File: config.mk
export PLATFORM = sky130hd
export DESIGN_NAME = wb_cache_ctrl
export DESIGN_NICKNAME = d
export VERILOG_FILES = /design/src/rtl/cache_pkg.sv /design/src/rtl/cache_line_array.sv /design/src/rtl/wb_cache_ctrl.sv
export SDC_FILE = /design/constraint.sdc
export NUM_CORES = 1
export LEC_CHECK = 0
export CORE_MARGIN = 8
export CORE_UTILIZATION = 45
export CTS_CLUSTER_DIAMETER = 150
export DETAILED_ROUTE_END_ITERATION = 8
export GPL_TIMING_DRIVEN = 1
export PLACE_DENSITY = 0.66
export REMOVE_ABC_BUFFERS = 1
export SETUP_SLACK_MARGIN = 0.02
export SYNTH_ARGS = -nofsm -noshare
export SYNTH_HDL_FRONTEND = slang
export SYNTH_SLANG_ARGS = --single-unit
File: constraint.sdc
create_clock -name clk -period 4.5 [get_ports clk]
set_input_delay 0.675 -clock clk [delete_from_list [all_inputs] [get_ports clk]]
set_output_delay 0.675 -clock clk [all_outputs]
set_load 0.01 [all_outputs]
File: src/rtl/cache_pkg.sv
`default_nettype none
// ======================================================================
// cache_pkg: shared types and helpers for the wb_cache_ctrl slice (rev 1.0)
// ======================================================================
package cache_pkg;

  localparam int STATS_W = 16;

  typedef enum logic [2:0] {
    IDLE      = 3'd0,
    TAG_CHK   = 3'd1,
    WB        = 3'd2,
    FILL_REQ  = 3'd3,
    FILL_WAIT = 3'd4,
    INSTALL   = 3'd5
  } cache_state_t;

  function automatic int calc_tag_w(input int addr_w, input int idx_w);
    return addr_w - idx_w;
  endfunction

  function automatic int calc_lines(input int idx_w);
    return 1 << idx_w;
  endfunction

endpackage
`default_nettype wire

File: src/rtl/cache_line_array.sv
`default_nettype none
// ======================================================================
// cache_line_array: tag/valid/dirty/data storage, one write port, async read (rev 1.0)
// ======================================================================
module cache_line_array
  import cache_pkg::*;
#(
  parameter int IDX_W  = 2,
  parameter int TAG_W  = 6,
  parameter int DATA_W = 32
) (
  input  logic              clk,
  input  logic              rst_n,
  input  logic              i_we,
  input  logic [IDX_W-1:0]  i_widx,
  input  logic [TAG_W-1:0]  i_wtag,
  input  logic [DATA_W-1:0] i_wdata,
  input  logic              i_wdirty,
  input  logic [IDX_W-1:0]  i_ridx,
  output logic              o_valid,
  output logic              o_dirty,
  output logic [TAG_W-1:0]  o_tag,
  output logic [DATA_W-1:0] o_data
);

  localparam int LINES = calc_lines(IDX_W);

  logic [LINES-1:0]  r_valid;
  logic [LINES-1:0]  r_dirty;
  logic [TAG_W-1:0]  r_tag  [LINES];
  logic [DATA_W-1:0] r_data [LINES];

  // Every write installs or updates a resident line, so valid is always set.
  always_ff @(posedge clk or negedge rst_n) begin
    if (!rst_n) begin
      r_valid <= '0;
      r_dirty <= '0;
      for (int i = 0; i < LINES; i++) begin
        r_tag[i]  <= '0;
        r_data[i] <= '0;
      end
    end else if (i_we) begin
      r_valid[i_widx] <= 1'b1;
      r_dirty[i_widx] <= i_wdirty;
      r_tag[i_widx]   <= i_wtag;
      r_data[i_widx]  <= i_wdata;
    end
  end

  assign o_valid = r_valid[i_ridx];
  assign o_dirty = r_dirty[i_ridx];
  assign o_tag   = r_tag[i_ridx];
  assign o_data  = r_data[i_ridx];

endmodule
`default_nettype wire

File: src/rtl/wb_cache_ctrl.sv
`default_nettype none
// ======================================================================
// wb_cache_ctrl: direct-mapped write-back/write-allocate cache controller (rev 1.0)
// Optional hit/miss/write-back counters when CACHE_STATS_EN is defined.
// ======================================================================
module wb_cache_ctrl
  import cache_pkg::*;
#(
  parameter int ADDR_W = 8,
  parameter int DATA_W = 32,
  parameter int IDX_W  = 2
) (
  input  logic              clk,
  input  logic              rst_n,
  input  logic              cpu_req_valid,
  output logic              cpu_req_ready,
  input  logic              cpu_req_we,
  input  logic [ADDR_W-1:0] cpu_req_addr,
  input  logic [DATA_W-1:0] cpu_req_wdata,
  output logic              cpu_rsp_valid,
  output logic [DATA_W-1:0] cpu_rsp_rdata,
  output logic              mem_req_valid,
  input  logic              mem_req_ready,
  output logic              mem_req_we,
  output logic [ADDR_W-1:0] mem_req_addr,
  output logic [DATA_W-1:0] mem_req_wdata,
  input  logic              mem_rsp_valid,
  input  logic [DATA_W-1:0] mem_rsp_rdata
`ifdef CACHE_STATS_EN
  ,
  output logic [STATS_W-1:0] hit_cnt,
  output logic [STATS_W-1:0] miss_cnt,
  output logic [STATS_W-1:0] wb_cnt
`endif
);

  localparam int TAG_W = calc_tag_w(ADDR_W, IDX_W);

  cache_state_t      r_state;
  cache_state_t      w_next;

  logic [ADDR_W-1:0] r_addr;
  logic              r_we;
  logic [DATA_W-1:0] r_wdata;
  logic [DATA_W-1:0] r_fill_data;
  logic              r_rsp_valid;
  logic [DATA_W-1:0] r_rsp_rdata;

  logic [IDX_W-1:0]  w_idx;
  logic [TAG_W-1:0]  w_tag;
  logic              w_line_valid;
  logic              w_line_dirty;
  logic [TAG_W-1:0]  w_line_tag;
  logic [DATA_W-1:0] w_line_data;
  logic              w_hit;

  logic              w_arr_we;
  logic [DATA_W-1:0] w_arr_data;
  logic              w_arr_dirty;
  logic              w_rsp_set;
  logic [DATA_W-1:0] w_rsp_data;
  logic              w_fill_cap;
  logic              w_accept;

  assign w_idx    = r_addr[IDX_W-1:0];
  assign w_tag    = r_addr[ADDR_W-1:IDX_W];
  assign w_hit    = w_line_valid && (w_line_tag == w_tag);
  assign w_accept = cpu_req_valid && (r_state == IDLE);

  cache_line_array #(
    .IDX_W  (IDX_W),
    .TAG_W  (TAG_W),
    .DATA_W (DATA_W)
  ) u_lines (
    .clk      (clk),
    .rst_n    (rst_n),
    .i_we     (w_arr_we),
    .i_widx   (w_idx),
    .i_wtag   (w_tag),
    .i_wdata  (w_arr_data),
    .i_wdirty (w_arr_dirty),
    .i_ridx   (w_idx),
    .o_valid  (w_line_valid),
    .o_dirty  (w_line_dirty),
    .o_tag    (w_line_tag),
    .o_data   (w_line_data)
  );

  always_ff @(posedge clk or negedge rst_n) begin
    if (!rst_n) r_state <= IDLE;
    else        r_state <= w_next;
  end

  // Memory-side outputs decode straight from state, so an async reset of
  // the state register drops mem_req_valid without waiting for an edge.
  always_comb begin
    w_next        = r_state;
    w_arr_we      = 1'b0;
    w_arr_data    = r_wdata;
    w_arr_dirty   = 1'b0;
    w_rsp_set     = 1'b0;
    w_rsp_data    = r_rsp_rdata;
    w_fill_cap    = 1'b0;
    mem_req_valid = 1'b0;
    mem_req_we    = 1'b0;
    mem_req_addr  = '0;
    mem_req_wdata = '0;
    case (r_state)
      IDLE: begin
        if (cpu_req_valid) w_next = TAG_CHK;
      end
      TAG_CHK: begin
        if (w_hit) begin
          w_rsp_set = 1'b1;
          if (r_we) begin
            w_arr_we    = 1'b1;
            w_arr_dirty = 1'b1;
            w_rsp_data  = r_wdata;
          end else begin
            w_rsp_data  = w_line_data;
          end
          w_next = IDLE;
        end else if (w_line_valid && w_line_dirty) begin
          w_next = WB;
        end else begin
          w_next = r_we ? INSTALL : FILL_REQ;
        end
      end
      WB: begin
        mem_req_valid = 1'b1;
        mem_req_we    = 1'b1;
        mem_req_addr  = {w_line_tag, w_idx};
        mem_req_wdata = w_line_data;
        if (mem_req_ready) w_next = r_we ? INSTALL : FILL_REQ;
      end
      FILL_REQ: begin
        mem_req_valid = 1'b1;
        mem_req_addr  = r_addr;
        if (mem_req_ready) w_next = FILL_WAIT;
      end
      FILL_WAIT: begin
        if (mem_rsp_valid) begin
          w_fill_cap = 1'b1;
          w_next     = INSTALL;
        end
      end
      INSTALL: begin
        // A write miss replaces the whole one-word line, so no refill is needed.
        w_arr_we    = 1'b1;
        w_arr_data  = r_we ? r_wdata : r_fill_data;
        w_arr_dirty = r_we;
        w_rsp_set   = 1'b1;
        w_rsp_data  = w_arr_data;
        w_next      = IDLE;
      end
      default: w_next = IDLE;
    endcase
  end

  always_ff @(posedge clk or negedge rst_n) begin
    if (!rst_n) begin
      r_addr      <= '0;
      r_we        <= 1'b0;
      r_wdata     <= '0;
      r_fill_data <= '0;
      r_rsp_valid <= 1'b0;
      r_rsp_rdata <= '0;
    end else begin
      if (w_accept) begin
        r_addr  <= cpu_req_addr;
        r_we    <= cpu_req_we;
        r_wdata <= cpu_req_wdata;
      end
      if (w_fill_cap) r_fill_data <= mem_rsp_rdata;
      r_rsp_valid <= w_rsp_set;
      if (w_rsp_set) r_rsp_rdata <= w_rsp_data;
    end
  end

  assign cpu_req_ready = (r_state == IDLE);
  assign cpu_rsp_valid = r_rsp_valid;
  assign cpu_rsp_rdata = r_rsp_rdata;

`ifdef CACHE_STATS_EN
  logic [STATS_W-1:0] r_hit_cnt;
  logic [STATS_W-1:0] r_miss_cnt;
  logic [STATS_W-1:0] r_wb_cnt;

  always_ff @(posedge clk or negedge rst_n) begin
    if (!rst_n) begin
      r_hit_cnt  <= '0;
      r_miss_cnt <= '0;
      r_wb_cnt   <= '0;
    end else begin
      if (r_state == TAG_CHK && w_hit && r_hit_cnt != '1)
        r_hit_cnt <= r_hit_cnt + 1'b1;
      if (r_state == TAG_CHK && !w_hit && r_miss_cnt != '1)
        r_miss_cnt <= r_miss_cnt + 1'b1;
      if (r_state == WB && mem_req_ready && r_wb_cnt != '1)
        r_wb_cnt <= r_wb_cnt + 1'b1;
    end
  end

  assign hit_cnt  = r_hit_cnt;
  assign miss_cnt = r_miss_cnt;
  assign wb_cnt   = r_wb_cnt;
`endif

endmodule
`default_nettype wire

# Word level (Yosys, flattened, before mapping)
# Index checks and enable logic that the tools add are counted.
# word_totals
regBits	269
elab_cells	88
input_bits	78
output_inout_bits	76
# classes
n_reduce_logical	10
n_mux	44
n_eq_ne	11
magnitude_cmp	4
n_bitwise	2
# ops
cell	n
32-bit two-way mux	8
128-bit bitwise mux	1
32-bit binary-select mux with 2-bit select	1
32-bit demux with 2-bit select	1
32-bit case mux with 2 select lines	1
24-bit bitwise mux	1
3-bit two-way mux	7
6-bit two-way mux	3
8-bit case mux with 2 select lines	1
3-bit case mux with 5 select lines	1
6-bit binary-select mux with 2-bit select	1
6-bit demux with 2-bit select	1
1-bit two-way mux	10
2-bit != test, second input constant	5
3-bit by 2-bit == test with 1-bit output, second input constant	2
3-bit == test, second input constant	2
6-bit == test	1
1-bit case mux with 2 select lines	3
1-bit logical AND	5
1-bit binary-select mux with 2-bit select	2
4-bit bitwise mux	1
4-bit OR	1
4-bit AND reduction	1
3-bit by 1-bit == test with 1-bit output, second input constant	1
10 further kinds	10

# Longest topological paths before layout
# Gate-level depths: netlist of the first run.
# depth
word_depth	9
mapped_depth	8
ltp_nobuf	5

# Modules after synthesis
# Synthesis of the first run repeated with hierarchy kept, for this count alone.
# unflattened
cells_unflattened	780
hier_area_um2	12467.0
# by_module_without_submodules
module	cells_each	n_inst	seq_area_each_um2	area_each_um2
cache_line_array	389	1	4003.8	6857.8
wb_cache_ctrl	391	1	2727.6	5609.1

# Least setup slack after synthesis of the first run
# Ideal clock, no wire load.
# synth_timing
kind	flip-flop to flip-flop
from	register r_addr[0]
to	register u_lines.r_tag[0] in the netlist's numbering
path_slack_ns	1.906
synth_period_minus_slack_ns	2.594
path_stages_with_launch	9
n_path_buf	3
t_required_ns	4.372
t_arrival_ns	2.467
setup_ns	0.128
path_cell_list	dfrtp_1 -> buf_4 -> mux4_2 -> xnor2_2 -> nand4_4 -> o32ai_2 -> buf_6 -> buf_6 -> mux2_1
# synth_between
elab_chain_cells	8
elab_cells_between_ends	16
classes_between	2 x order compare; 1 x eq/ne; 10 x mux; 1 x bitwise; 2 x reduce/logical
# synth_rtl
element	line_no	rtl
start: declaration	wb_cache_ctrl.sv:42	logic [ADDR_W-1:0] r_addr;
start signal: assignment	wb_cache_ctrl.sv:170	r_addr <= cpu_req_addr;
2-bit inverter with 3-bit output (implied by the code)	cache_line_array.sv:45, cache_line_array.sv:52	
6-bit binary-select mux with 2-bit select	cache_line_array.sv:52	assign o_tag = r_tag[i_ridx];
6-bit two-way mux (implied by the code) (2 in a row)	cache_line_array.sv:52	
6-bit == test	wb_cache_ctrl.sv:67	assign w_hit = w_line_valid && (w_line_tag == w_tag);
1-bit logical AND	wb_cache_ctrl.sv:67	
1-bit two-way mux	wb_cache_ctrl.sv:113	if (w_hit) begin
1-bit case mux with 2 select lines	wb_cache_ctrl.sv:108	case (r_state)
end signal: indexed assignment	cache_line_array.sv:45	r_tag[i_widx] <= i_wtag;
end: declaration	cache_line_array.sv:30	logic [TAG_W-1:0] r_tag [LINES];
# Several ways; a longest one is shown, not always the timed one. The select of a mux whose other input is x is not followed.
# A chain may end at the register's enable or synchronous reset.

# Final worst setup path of the first run
# layout_timing
from	register r_state[2]
to	output mem_req_wdata[4]
# layout_between
elab_chain_cells	2
# layout_rtl
element	line_no	rtl
start: declaration	wb_cache_ctrl.sv:39	cache_state_t r_state;
start signal: assignment	wb_cache_ctrl.sv:91	else r_state <= w_next;
3-bit by 2-bit == test with 1-bit output	wb_cache_ctrl.sv:108	
32-bit two-way mux	wb_cache_ctrl.sv:108	
end: declaration	wb_cache_ctrl.sv:26	output logic [DATA_W-1:0] mem_req_wdata,
# No other way between the ends.

==> impl_metrics.tcl, run 1 <==
set metrics [dict create \
    fmax_ghz 0.262 \
    hold_path_class "in -> async" \
    place_ws_ns 1.10 \
    dr_wl_met3_um 1410 \
    synth_top_area_frac 0.536 \
    skew_ns 0.0112 \
    synthesis.area_um2 12600 \
    die-width_um 183 \
    synth_common_cells "dfrtp_1, mux2_2, nand2_1, mux4_2, mux2i_1" \
    htree_levels 1 \
    die_h_um 183 \
    clockBufferDepth 3 \
    hold_ws_ns 0.192 \
    power.density_nw_per_um2 735 \
    first_iter_violations 297 \
    syn_inst 865 \
    synth_edf_count 0 \
    path_clk_slew_ns 0.06 \
    met2_length_um 13200 \
    grt_pass1_vias 8210 \
    viasPerCell 5.38 \
    ir_worst_vdd_uv 352 \
    gp_congestion 0.744 \
    synth_flop_cell "dfrtp_1" \
    die-area_um2 33500 \
    cap_violations 0 \
    ant_nets 0 \
    max-slew-margin-rel 0.287 \
    io_pins 154 \
    finalCriticalPeriod_ns 3.82 \
    vias 7548 \
    dp_hpwl_um 18100 \
    rows 61 \
    cts-root-buf "clkbuf_16" \
    setup_viol 0 \
    port_buffers 153 \
    gr-total-overflow 0 \
    yosys_warnings 0 \
    dr.pass1.iters 4 \
    postPlaceCellArea_um2 14500 \
    finalHoldViolCount 0 \
    syn_avg_cell_area_um2 14.5 \
    wl_per_cell_um 20.5 \
    cts_sinks 269 \
    fin_nets 1083 \
    routed_wl_um 28800 \
    grt_max_degree 111 \
    cp_max_fo 33 \
    drive_gt1_frac 0.365 \
    cts_hold_buf 0 \
    reg2reg_to "cpu_rsp_rdata[29]" \
    antennaDiodeCount 0 \
    r2r-start "r_addr[0]" \
    postLayoutCellArea_um2 15500 \
    yosysMostFrequentCell "dfrtp_1" \
    cts_tree "done" \
    ys_types 36 \
    crit_path_start_kind "flip-flop" \
    antenna_found_initial 0 \
    yosysTopAreaCell "dfrtp_1" \
    clk_latency_ns 0.53 \
    core_area_um2 27600 \
    rsz0062_at_grt "false" \
    worst_slack_ns 0.677 \
    leakage_nw 6.66 \
    worstRegToRegCells 6 \
    cp_data_arrival_time_ns 3.15 \
    r2r_setup_slack_ns 1.11 \
    worst_pin_slew_ns 1.07 \
    crit_type "reg -> out" \
    status "finished clean" \
    critPathCaptureType "primary output" \
    cts_setup_buffers 0 \
    startpoint "r_state[2]" \
    fillCellCount 2293 \
    drcViolationCount 0 \
    ys_seq_area_frac 0.536 \
    final_max_slew_viol_count 0 \
    synth_area_leaders "dfrtp_1, mux2_2, mux4_2, mux2_1, mux2i_1" \
    post-route-period-util 0.850 \
    topRoutingLayerUsed "met4" \
    post_cts_resized 0 \
    grt_pass1_wl_um 47200 \
    m1WireLength_um 13700 \
    async_reset_ff_frac 1.00 \
    start_util 0.455 \
    syn_to_final_growth_pct 23.1 \
    crit_end "mem_req_wdata[4]" \
    grt_usage 0.175 \
    cts_inserted_buffers 29 \
    required_ns 3.83 \
    ys_ff_latch 269 \
]
[how the worst min path moves through the flow]
stage                       start                 end  slack (ns)  cells past startpoint
6_report                    rst_n   cpu_rsp_rdata[26]        0.19                      1
5_1_grt                     rst_n   cpu_rsp_rdata[26]        0.26                      1
4_1_cts                     rst_n   cpu_rsp_rdata[26]        0.24                      1
3_5_place_dp   u_lines.r_valid[3]  u_lines.r_valid[3]        0.46                      1
3_3_place_gp   u_lines.r_valid[2]  u_lines.r_valid[2]        0.45                      1
2_1_floorplan               rst_n    cpu_rsp_rdata[0]        0.38                      0
[metrics by stage]
stage / util / TNS [ns] / power, mW / instances
finish: 0.559 / 0 / 11.4 / 1404
global route: 0.559 / 0 / 12.1 / 1404
CTS: 0.559 / 0 / 11.5 / 1404
detailed placement: 0.524 / 0 / 9.08 / 1352
global placement: 0.524 / 0 / 8.96 / 1352
floorplan: - / -115.65 / 7.43 / 806
[layout by cell type, fill, tap and decap left out, types with 2 or more instances in the layout]
cell type and count:
mux2_1 36, nor2_1 8, clkinv_2 2, nor2b_1 3
clkbuf_1 7, clkdlybuf4s50_1 152, nor2_4 2, xnor2_2 2
o31ai_4 4, nand3_1 8, clkbuf_16 29, and2_1 34
o21bai_1 2, buf_12 4, or2_2 4, mux2_2 253
nand2b_1 3, a32o_1 3, buf_4 11, clkbuf_8 13
dfrtp_2 2, dfrtp_1 266, mux2i_1 38, o21ai_0 36
mux4_2 40, xnor2_1 4, nand2_1 42
[area by class of cell]
cell class                 count  area [µm²]  area share
sequential                   269        6740       0.436
multi-input combinational    536        5570       0.361
timing repair buffer         168        1700       0.110
clock buffer                  49         931      0.0602
tap                          378         473      0.0306
clock inverter                 3        40.0     0.00259
inverter                       1        3.75    0.000243
[cell families (layout without fill, tap and decap cells)]
kind of cell	Yosys count	in the layout	synth area share
AND/OR/NAND/NOR	112	112	0.0458
flip-flops	269	269	0.536
AO/OA/AOI/OAI	51	51	0.0268
multiplexers	367	367	0.361
XOR/XNOR	6	6	0.00538
buffers and inverters	60	221	0.0249
[critical path, stage by stage (launching register included)]
cell and delay (ns):
dfrtp_1 0.50, nand2b_1 0.40, nor2_4 0.83, and2_1 0.31, clkdlybuf4s50_1 0.56
[power breakdown]
group	leakage (nW)	internal, mW	switching (mW)
combinational	2.84	2.58	2.00
clock	0.481	1.45	0.925
sequential	3.35	3.60	0.815
[state kept, by name, summed over array words and instances (netlist names)]
signal / cells
r_fill_data: 32
r_addr: 8
r_we: 1
r_wdata: 32
cpu_rsp_valid: 1
u_lines.r_valid: 4
u_lines.r_data: 128
u_lines.r_dirty: 4
cpu_rsp_rdata: 32
r_state: 3
u_lines.r_tag: 24
[per-layer routing]
metal,vias up,global-route usage
met5,-,0
met4,0,0.0397
met3,31,0.0321
met2,168,0.277
met1,3927,0.249
li1,3422,-
Note: power is estimated with default switching activity, not from simulation.
==> inputs of run 2 (changes only) <==
==> constraint.sdc (replaced) <==
create_clock -name clk -period 3.9 [get_ports clk]
set_input_delay 0.585 -clock clk [delete_from_list [all_inputs] [get_ports clk]]
set_output_delay 0.585 -clock clk [all_outputs]
set_load 0.01 [all_outputs]
==> run 2 against run 1 <==
Compared with the run above:
- die area stayed put
- sequential share of layout area hardly changed
- utilization is 0.063 points higher
- register-to-register slack worse by 0.24 ns
- first-iteration DRC count is 12% higher
- clock power is 12% higher
- power is 15% higher
- critical endpoint is now mem_req_wdata[7]
- largest cell class unchanged
- highest routed layer unchanged
==> impl_metrics.tcl, run 2 (synthesis results as in run 1) <==
set metrics [dict create \
    status "finished clean" \
    die_h_um 183 \
    finalHoldViolCount 0 \
    pwr-share-seq 0.385 \
    path_cells "nand2b_1, nor2_4, buf_4, and2_1, clkdlybuf4s50_1" \
    start_util 0.455 \
    antennaDiodeCount 0 \
    place_ws_ns 0.880 \
    post_cts_resized 0 \
    worst_slack_ns 0.402 \
    vias 7582 \
    max-slew-margin-rel 0.517 \
    cp_data_arrival_time_ns 2.91 \
    largest-register "u_lines.r_data" \
    viasPerCell 5.36 \
    clkPwrFrac 0.203 \
    post-route-period-util 0.897 \
    finalCriticalPeriod_ns 3.50 \
    dpl.cell_count 1362 \
    fmax_ghz 0.286 \
    setup_viol 0 \
    core_area_um2 27600 \
    cts_inserted_buffers 29 \
    power.density_nw_per_um2 845 \
    critPathTopFamily "simple AND/OR/NAND/NOR gates" \
    io_pins 154 \
    cts_hold_buf 0 \
    dp_hpwl_um 19200 \
    drcViolationCount 0 \
    grt_pass1_vias 8295 \
    critPathCaptureType "primary output" \
    rsz0062_at_grt "false" \
    cts_setup_buffers 0 \
    routed_wl_um 29300 \
    ir_worst_vdd_uv 365 \
    hold_path_class "in -> async" \
    ant_nets 0 \
    p_switching_mw 4.34 \
    die-area_um2 33500 \
    htree_levels 1 \
    gp_congestion 0.757 \
    required_ns 3.31 \
    cap_violations 0 \
    first_iter_violations 334 \
    final_common_cell "dfrtp_1" \
    regArea_um2 6740 \
    antenna_found_initial 0 \
    fin_nets 1093 \
    leakage_nw 6.69 \
    fin_util 0.560 \
    grt_pass1_wl_um 47900 \
    max_stage_delay_ns 0.54 \
    fillCellCount 2356 \
    switching_share 0.332 \
    final_max_slew_viol_count 0 \
    path_clk_slew_ns 0.06 \
    cp_max_fo 17 \
    cp_slowest_cell "clkdlybuf4s50_1" \
    fin_total_pwr_mw 13.1 \
    wl_per_cell_um 20.8 \
    grt_max_degree 89 \
    crit_type "reg -> out" \
    pwr-share-comb 0.413 \
    cts_sinks 269 \
    multiInputGateArea_um2 5570 \
    rows 61 \
    skew_ns 0.00896 \
    syn_to_final_growth_pct 23.2 \
    grt_usage 0.178 \
    port_buffers 153 \
    crit_path_start_kind "flip-flop" \
    intPower_mw 8.74 \
    drive_gt1_frac 0.368 \
    largest_register_ffs 128 \
    die-width_um 183 \
    path_buf_inv 2 \
    gr-total-overflow 0 \
    clk_latency_ns 0.53 \
    cts-root-buf "clkbuf_16" \
    fin_cells 1414 \
    clockBufferDepth 3 \
    mostFrequentLayoutCells "dfrtp_1, mux2_2, clkdlybuf4s50_1, nand2_1, mux4_2" \
    worst_pin_slew_ns 0.724 \
    cts_tree "done" \
    dr.pass1.iters 4 \
]
-- run 2: cell type report --
type,count,area share
tap,378,0.0306
multi-input combinational,536,0.360
sequential,269,0.435
clock inverter,5,0.00340
clock buffer,47,0.0564
timing repair buffer,178,0.114
inverter,1,0.000243
-- run 2: power by group through the flow --
| stage | clock network [mW] | registers (mW) | logic, mW |
|---|---|---|---|
| global placement | 0 | 5.03 | 5.36 |
| detailed placement | 0 | 5.07 | 5.45 |
| finish | 2.65 | 5.03 | 5.40 |
| global route | 2.85 | 5.23 | 5.89 |
| CTS | 2.73 | 5.03 | 5.47 |
| floorplan | 0 | 5.02 | 3.55 |
-- run 2: worst paths after layout --
kind	from	end	slack (ns)	cells past startpoint
worst min register to register	u_lines.r_valid[3]	u_lines.r_valid[3]	0.47	1
max in group asynchronous	rst_n	r_we	2.91	2
worst min-delay path	rst_n	r_wdata[19]	0.04	1
min in group clk	u_lines.r_valid[3]	u_lines.r_valid[3]	0.47	1
worst max-delay path	r_state[2]	mem_req_wdata[7]	0.40	5
worst max register to register	r_state[0]	u_lines.r_data[29]	0.87	6
-- run 2: layer usage --
metal / vias up / part of all wire / wire length (µm) / GRT usage
met1: 3936 / 0.47 / 13800 / 0.250
met2: 172 / 0.46 / 13600 / 0.288
met3: 36 / 0.051 / 1490 / 0.0328
met4: 0 / 0.016 / 471 / 0.0355
li1: 3438 / - / - / -
met5: - / 0 / 0 / 0
-- run 2: stage by stage --
| stage | hold slack (ns) | setup TNS [ns] | area (µm²) |
|---|---|---|---|
| after global routing | 0.0841 | 0 | 15500 |
| after global placement | 0.448 | 0 | 14500 |
| after CTS | 0.0649 | 0 | 15500 |
| after floorplan | 0.289 | -226.34 | 12300 |
| after detailed placement | 0.450 | 0 | 14500 |
| final | 0.0436 | 0 | 15500 |
